==> config.mk <==
export PLATFORM = sky130hd
export DESIGN_NAME = bcd_updown_counter
export DESIGN_NICKNAME = d
export VERILOG_FILES = /design/src/rtl/bcd_updown_counter.sv
export SDC_FILE = /design/constraint.sdc
export NUM_CORES = 1
export LEC_CHECK = 0
export CORE_MARGIN = 5
export CORE_UTILIZATION = 58
export CTS_CLUSTER_SIZE = 14
export DETAILED_ROUTE_END_ITERATION = 12
export GPL_TIMING_DRIVEN = 0
export HOLD_SLACK_MARGIN = 0.15
export PLACE_DENSITY = 0.9
export SLEW_MARGIN = 25
export SYNTH_ARGS = -nofsm -noshare
export SYNTH_HDL_FRONTEND = slang
export SYNTH_SLANG_ARGS = --single-unit
==> constraint.sdc <==
create_clock -name clk -period 2.65 [get_ports clk]
set_input_delay 0.6625 -clock clk [delete_from_list [all_inputs] [get_ports clk]]
set_output_delay 0.6625 -clock clk [all_outputs]
set_load 0.02 [all_outputs]
==> src/rtl/bcd_updown_counter.sv <==
// bcd_updown_counter: 4-digit packed-BCD up/down counter advanced by a prescaler tick or a debounced step button,
// with clamped parallel load and a one-cycle wrap pulse on carry.
module bcd_updown_counter #(
    parameter int PRESCALE = 100000000,
    parameter int DEBOUNCE = 1000000
) (
    input  logic        clk,
    input  logic        rst,
    input  logic        en,
    input  logic        up,
    input  logic        step_btn,
    input  logic        load,
    input  logic [15:0] load_val,
    output logic [15:0] count,
    output logic        carry
);
    localparam int PW = $clog2(PRESCALE);
    localparam int DW = $clog2(DEBOUNCE);

    logic [PW-1:0] pre;
    logic [DW-1:0] dc;
    logic          s1, s2, db, db_q;
    logic          tick, step, adv, wrap;

    function automatic logic [15:0] bcd_step(input logic [15:0] v, input logic inc);
        logic [15:0] r;
        logic        c;
        logic [3:0]  d;
        r = v;
        c = 1'b1;
        for (int i = 0; i < 4; i++) begin
            d = v[4*i +: 4];
            if (c) begin
                r[4*i +: 4] = inc ? (d == 4'd9 ? 4'd0 : d + 4'd1) : (d == 4'd0 ? 4'd9 : d - 4'd1);
                c = inc ? d == 4'd9 : d == 4'd0;
            end
        end
        return r;
    endfunction

    function automatic logic [15:0] clamp(input logic [15:0] v);
        logic [15:0] r;
        r = v;
        for (int i = 0; i < 4; i++) r[4*i +: 4] = v[4*i +: 4] > 4'd9 ? 4'd9 : v[4*i +: 4];
        return r;
    endfunction

    assign tick = en && pre == PW'(PRESCALE - 1);
    assign step = db & ~db_q;
    assign adv  = tick | step;
    assign wrap = up ? count == 16'h9999 : count == 16'h0000;

    always_ff @(posedge clk or posedge rst) begin
        if (rst) pre <= '0;
        else if (load || tick) pre <= '0;
        else if (en) pre <= pre + 1'b1;
    end

    // the debounced level only moves after DEBOUNCE consecutive cycles of disagreement
    always_ff @(posedge clk or posedge rst) begin
        if (rst) begin
            s1   <= 1'b0;
            s2   <= 1'b0;
            db   <= 1'b0;
            db_q <= 1'b0;
            dc   <= '0;
        end else begin
            s1   <= step_btn;
            s2   <= s1;
            db_q <= db;
            if (s2 == db) dc <= '0;
            else if (dc == DW'(DEBOUNCE - 1)) begin
                db <= s2;
                dc <= '0;
            end else dc <= dc + 1'b1;
        end
    end

    always_ff @(posedge clk or posedge rst) begin
        if (rst) begin
            count <= 16'h0000;
            carry <= 1'b0;
        end else begin
            carry <= !load && adv && wrap;
            if (load) count <= clamp(load_val);
            else if (adv) count <= bcd_step(count, up);
        end
    end
endmodule

# [Word-level counts from Yosys, hierarchy flattened]
# Index checks and enable logic that the tools add are counted.
[totals] register_bits=68 in_bits=22 wordCells=93
[classes] add_sub_neg=10 magnitude_cmp=4 eq_ne=8 mux=37 n_bitwise=4 n_reduce_logical=19
[op_table] operator="$mux W4" count=19
[op_table] operator="$mux W27" count=2
[op_table] operator="$mux W20" count=2
[op_table] operator="$mux W16" count=2
[op_table] operator="$add A27 B1 Y27 const B" count=1
[op_table] operator="$eq A27 B27 Y1 const B" count=1
[op_table] operator="$add A20 B1 Y20 const B" count=1
[op_table] operator="$eq A20 B20 Y1 const B" count=1
[op_table] operator="$add A4 B1 Y4 const B" count=4
[op_table] operator="$eq A16 B16 Y1 const B" count=1
[op_table] operator="$eq A4 B4 Y1 const B" count=4
[op_table] operator="$gt A4 B4 Y1 const B" count=4
[op_table] operator="$logic_not A16 Y1" count=1
[op_table] operator="$logic_not A4 Y1" count=4
[op_table] operator="$sub A4 B1 Y4 const B" count=4
[op_table] operator="$mux W1" count=12
[op_table] operator="$reduce_bool A2 Y1" count=5
[op_table] operator="$reduce_and A2 Y1" count=4
[op_table] operator="$logic_and A1 B1 Y1" count=3
[op_table] operator="$not A1 Y1" count=2
[op_table] operator="$and A1 B1 Y1" count=1
[op_table] operator="$eq A1 B1 Y1" count=1
[op_table] operator="$logic_not A1 Y1" count=1
[op_table] operator="$logic_or A1 B1 Y1" count=1
[op_table] operator="$or A1 B1 Y1" count=1

# [Longest topological paths before layout]
[depth] depth_word=14 mapped_depth=8 ltp_nobuf=6

# [Worst setup path after synthesis]
# Ideal clock, no wire load.
[synth_timing] kind="input to register" startpoint="in en" endpoint="reg count[9]" setup_time_ns=0.124 arrival_time_ns=2.234 slack_ns=0.292 cell_stages=7 n_path_buf=2 path_cell_list="buf_4 > nand4_1 > or2_2 > o32a_1 > buf_6 > o211a_1 > a211o_1"
[synth_via] elab_chain_cells=4
[synth_rtl] element="from (decl)" line_no="9" rtl="input logic en,"
[synth_rtl] element="$logic_and A1 B1 Y1" line_no="48" rtl="assign tick = en && pre == PW'(PRESCALE - 1);"
[synth_rtl] element="$or A1 B1 Y1" line_no="50" rtl="assign adv = tick | step;"
[synth_rtl] element="$reduce_bool A2 Y1 (no source line)"
[synth_rtl] element="$reduce_and A2 Y1 (no source line)"
[synth_rtl] element="to (signal assigned)" line_no="85" rtl="if (load) count <= clamp(load_val);"
[synth_rtl] element="to (signal assigned)" line_no="86" rtl="else if (adv) count <= bcd_step(count, up);"
[synth_rtl] element="to (decl)" line_no="14" rtl="output logic [15:0] count,"
# No other way between the ends.
# A chain may end at the register's enable or synchronous reset.

# [Worst setup path after layout]
[layout_timing] startpoint="in up" endpoint="reg count[14]"
[layout_via] elab_chain_cells=11 elab_cells_between_ends=17 classes_between="15 x mux; 2 x reduce/logical"
[layout_rtl] element="from (decl)" line_no="10" rtl="input logic up,"
[layout_rtl] element="$mux W1" line_no="35" rtl="c = inc ? d == 4'd9 : d == 4'd0;"
[layout_rtl] element="$mux W1" line_no="86"
[layout_rtl] element="$mux W1" line_no="85"
[layout_rtl] element="$mux W1" line_no="33" rtl="if (c) begin"
[layout_rtl] element="$mux W1" line_no="86"
[layout_rtl] element="$mux W1" line_no="85"
[layout_rtl] element="$mux W1" line_no="33"
[layout_rtl] element="$mux W1" line_no="86"
[layout_rtl] element="$mux W1" line_no="85"
[layout_rtl] element="$reduce_bool A2 Y1 (no source line)"
[layout_rtl] element="$reduce_and A2 Y1 (no source line)"
# Several ways; a longest one is shown, not always the timed one. The select of a mux whose other input is x is not followed.

==> qor.yml <==
status: "finished clean"
synth-edff-count: 0
cts_tree: "done"
drtIter0Drc: 440
path_class: "input pin to flip-flop"
vias: 3743
synth_top_family_by_area: "simple AND/OR/NAND/NOR gates"
die_w_um: 94.0
power.net_switching_mw: 0.806
cp.required_ps: 2900
period_needed_ps: 2570
clk_latency_ps: 360
layout-drive-gt1-share: 0.0849
grt_overflow: 0
busiest_layer: "met2"
sequentialPowerShare: 0.436
numCtsBuffers: 9
die_area_um2: 8830
hold_viol: 0
worst_slew_pin_slew_ps: 948
syn_to_final_growth_pct: 17.9
syn_area_per_cell_um2: 8.82
synthesis.area_um2: 4090
io_pins: 39
path_clk_slew_ps: 70
hold_class: "flip-flop to flip-flop"
async_flop_share: 1.00
synth_ff_type: "dfrtp_1"
ir_worst_vdd_v: 0.000415
setup_violations: 0
switching_share: 0.315
p_leak_nw: 1.93
antennaDiodeCount: 0
h-tree-depth: 3
antenna_left: 0
ys_ff_latch: 68
clock-sinks: 68
start_util: 0.599
endpoint_kind: "flip-flop"
nets: 537
core_area_um2: 6830
use_met3: 0.0513
post-route-util: 0.706
drt_pass1_iterations: 5
rows: 30
max_freq_ghz: 0.390
yosys.area_share.simple: 0.284
syn_inst: 464
cp_max_fo: 10
route.detailed.drc: 0
p_int_mw: 1.76
routed_wl_um: 9760
period_share: 0.968
synth-seq-area-share: 0.416
dp_hpwl_um: 6720
rsz0062_at_grt: "no"
cp-start-kind: "input pin"
cts_setup_buffers: 0
clock_path_buffers: 2
slew_headroom: 0.362
synth_xor_xnor_area_share: 0.101
placed_cell_area_um2: 4600
ys_warn_count: 0
drv_cap: 0
io_buffers: 37
grt_max_degree: 39
synth_adder_area_share: 0.00612
total_power_mw: 2.56
gp_congestion: 0.908
power_density_nw_per_um2: 531
use_met1: 0.316
die_h_um: 94.0
wl_per_cell_um: 15.9
antenna_found_initial: 0
grt_usage: 0.230
syn_nets: 488
fin_skew_ps: 11.6
clockPowerShare: 0.346
design_area_um2: 4820
synthMuxAreaShare: 0.0263
ys_types: 57
p_comb_frac: 0.217
holdWs_ps: 358
cts-hold-fix-buffers: 0
final_cells: 614
first_global_vias: 3478
grt_pass1_wl_um: 16300
synth_compound_area_frac: 0.125
grt_use_met2: 0.351
avgViaCountPerCell: 6.10
drv_slew: 0
cts-root-buf: "clkbuf_8"
arrival_ps: 2810
dp_cells: 598
power by group through the flow:
stage                     logic [mW]  clock network [mW]  registers, mW
after floorplan                0.313                   0           1.17
after global placement         0.515                   0           1.13
after detailed placement       0.540                   0           1.14
after CTS                      0.546               0.891           1.12
after global routing           0.604               0.937           1.12
final                          0.557               0.887           1.12
repair_timing:
| action | in CTS | in global routing |
|---|---|---|
| pin swaps | 0 | 1 |
| setup endpoints to repair | 6 | 4 |
| gates resized for setup | 3 | 4 |
| endpoints found under the hold margin | 0 | 0 |
Yosys cell counts (8+ instances only):
master | instances | share of area
nand4_1 | 16 | 0.024
nand2_1 | 36 | 0.033
or3_1 | 8 | 0.012
inv_1 | 11 | 0.010
nor3_1 | 11 | 0.013
dfrtp_1 | 68 | 0.42
a21oi_1 | 15 | 0.018
xor2_1 | 24 | 0.051
xnor2_1 | 23 | 0.049
nand3_1 | 28 | 0.034
and3_1 | 12 | 0.018
nor2_1 | 67 | 0.061
nor4_1 | 11 | 0.017
o21ai_0 | 16 | 0.020
clkbuf_1 | 22 | 0.020
metrics by stage:
stage          TNS, ps  setup WS [ps]
6_report             0           84.3
5_1_grt              0           17.1
4_1_cts              0           50.5
3_5_place_dp     -4720           -508
3_3_place_gp    -58070           -802
2_1_floorplan        0            276
flip-flops by register name, indices dropped and copies added, names as in the netlist:
signal / flops
carry: 1
s2: 1
count: 16
dc: 20
s1: 1
db: 1
db_q: 1
pre: 27
cell usage in the layout (no fill, tap or decap), types with 3 or more instances in the layout:
| cell | n |
|---|---|
| a211oi_1 | 3 |
| a21oi_1 | 14 |
| a31oi_1 | 6 |
| and2_1 | 6 |
| and3_1 | 12 |
| and3b_1 | 3 |
| and4_1 | 3 |
| buf_2 | 3 |
| clkbuf_1 | 20 |
| clkbuf_8 | 9 |
| clkdlybuf4s50_1 | 37 |
| dfrtp_1 | 68 |
| inv_1 | 10 |
| mux2_2 | 6 |
| mux2i_1 | 4 |
| nand2_1 | 36 |
| nand3_1 | 28 |
| nand3b_1 | 3 |
| nand4_1 | 16 |
| nor2_1 | 67 |
| nor2b_1 | 5 |
| nor3_1 | 11 |
| nor4_1 | 11 |
| nor4b_1 | 3 |
| o21a_1 | 4 |
| o21ai_0 | 16 |
| o22ai_1 | 3 |
| o311ai_0 | 3 |
| o31ai_1 | 4 |
| or2_2 | 4 |
| or3_1 | 8 |
| xnor2_1 | 23 |
| xor2_1 | 24 |
metal layers:
metal / part of all wire / vias to the layer above
li1: - / 1746
met5: 0 / -
met1: 0.43 / 1739
met3: 0.085 / 49
met2: 0.45 / 209
met4: 0.033 / 0
critical path: stages:
cell and delay, ps:
clkdlybuf4s50_1 420, clkbuf_2 210, or3_1 460, a21oi_4 230, nand3_1 220, or4_1 530, o311ai_1 90
worst paths after layout:
check / start / endpoint / slack, ps / cells after the start
max in group asynchronous: rst / count[13] / 1480 / 3
worst min-delay path: s1 / s2 / 360 / 0
worst max register to register: pre[0] / count[1] / 200 / 6
worst max-delay path: up / count[14] / 80 / 7
min in group asynchronous: rst / dc[12] / 640 / 2
worst min register to register: s1 / s2 / 360 / 0
kinds of logic (layout without fill, tap and decap cells):
logic type / Yosys count / in the layout
compound gates: 73 / 73
xor+xnor: 47 / 47
fa+ha+maj: 2 / 2
buf+inv: 40 / 94
flops: 68 / 68
mux: 10 / 10
simple gates: 224 / 224
layout make-up:
cell class              instances  area (um^2)
multi-input cells             356         2230
flip-flops and latches         68         1700
inverters                      11         43.8
well taps                      96          120
clock buffers                   9          124
plain buffers                  29          134
fillers                       530         2010
repair buffers                 38          390
clock inverters                 7         75.1
Power figures use the tool's default switching activity.
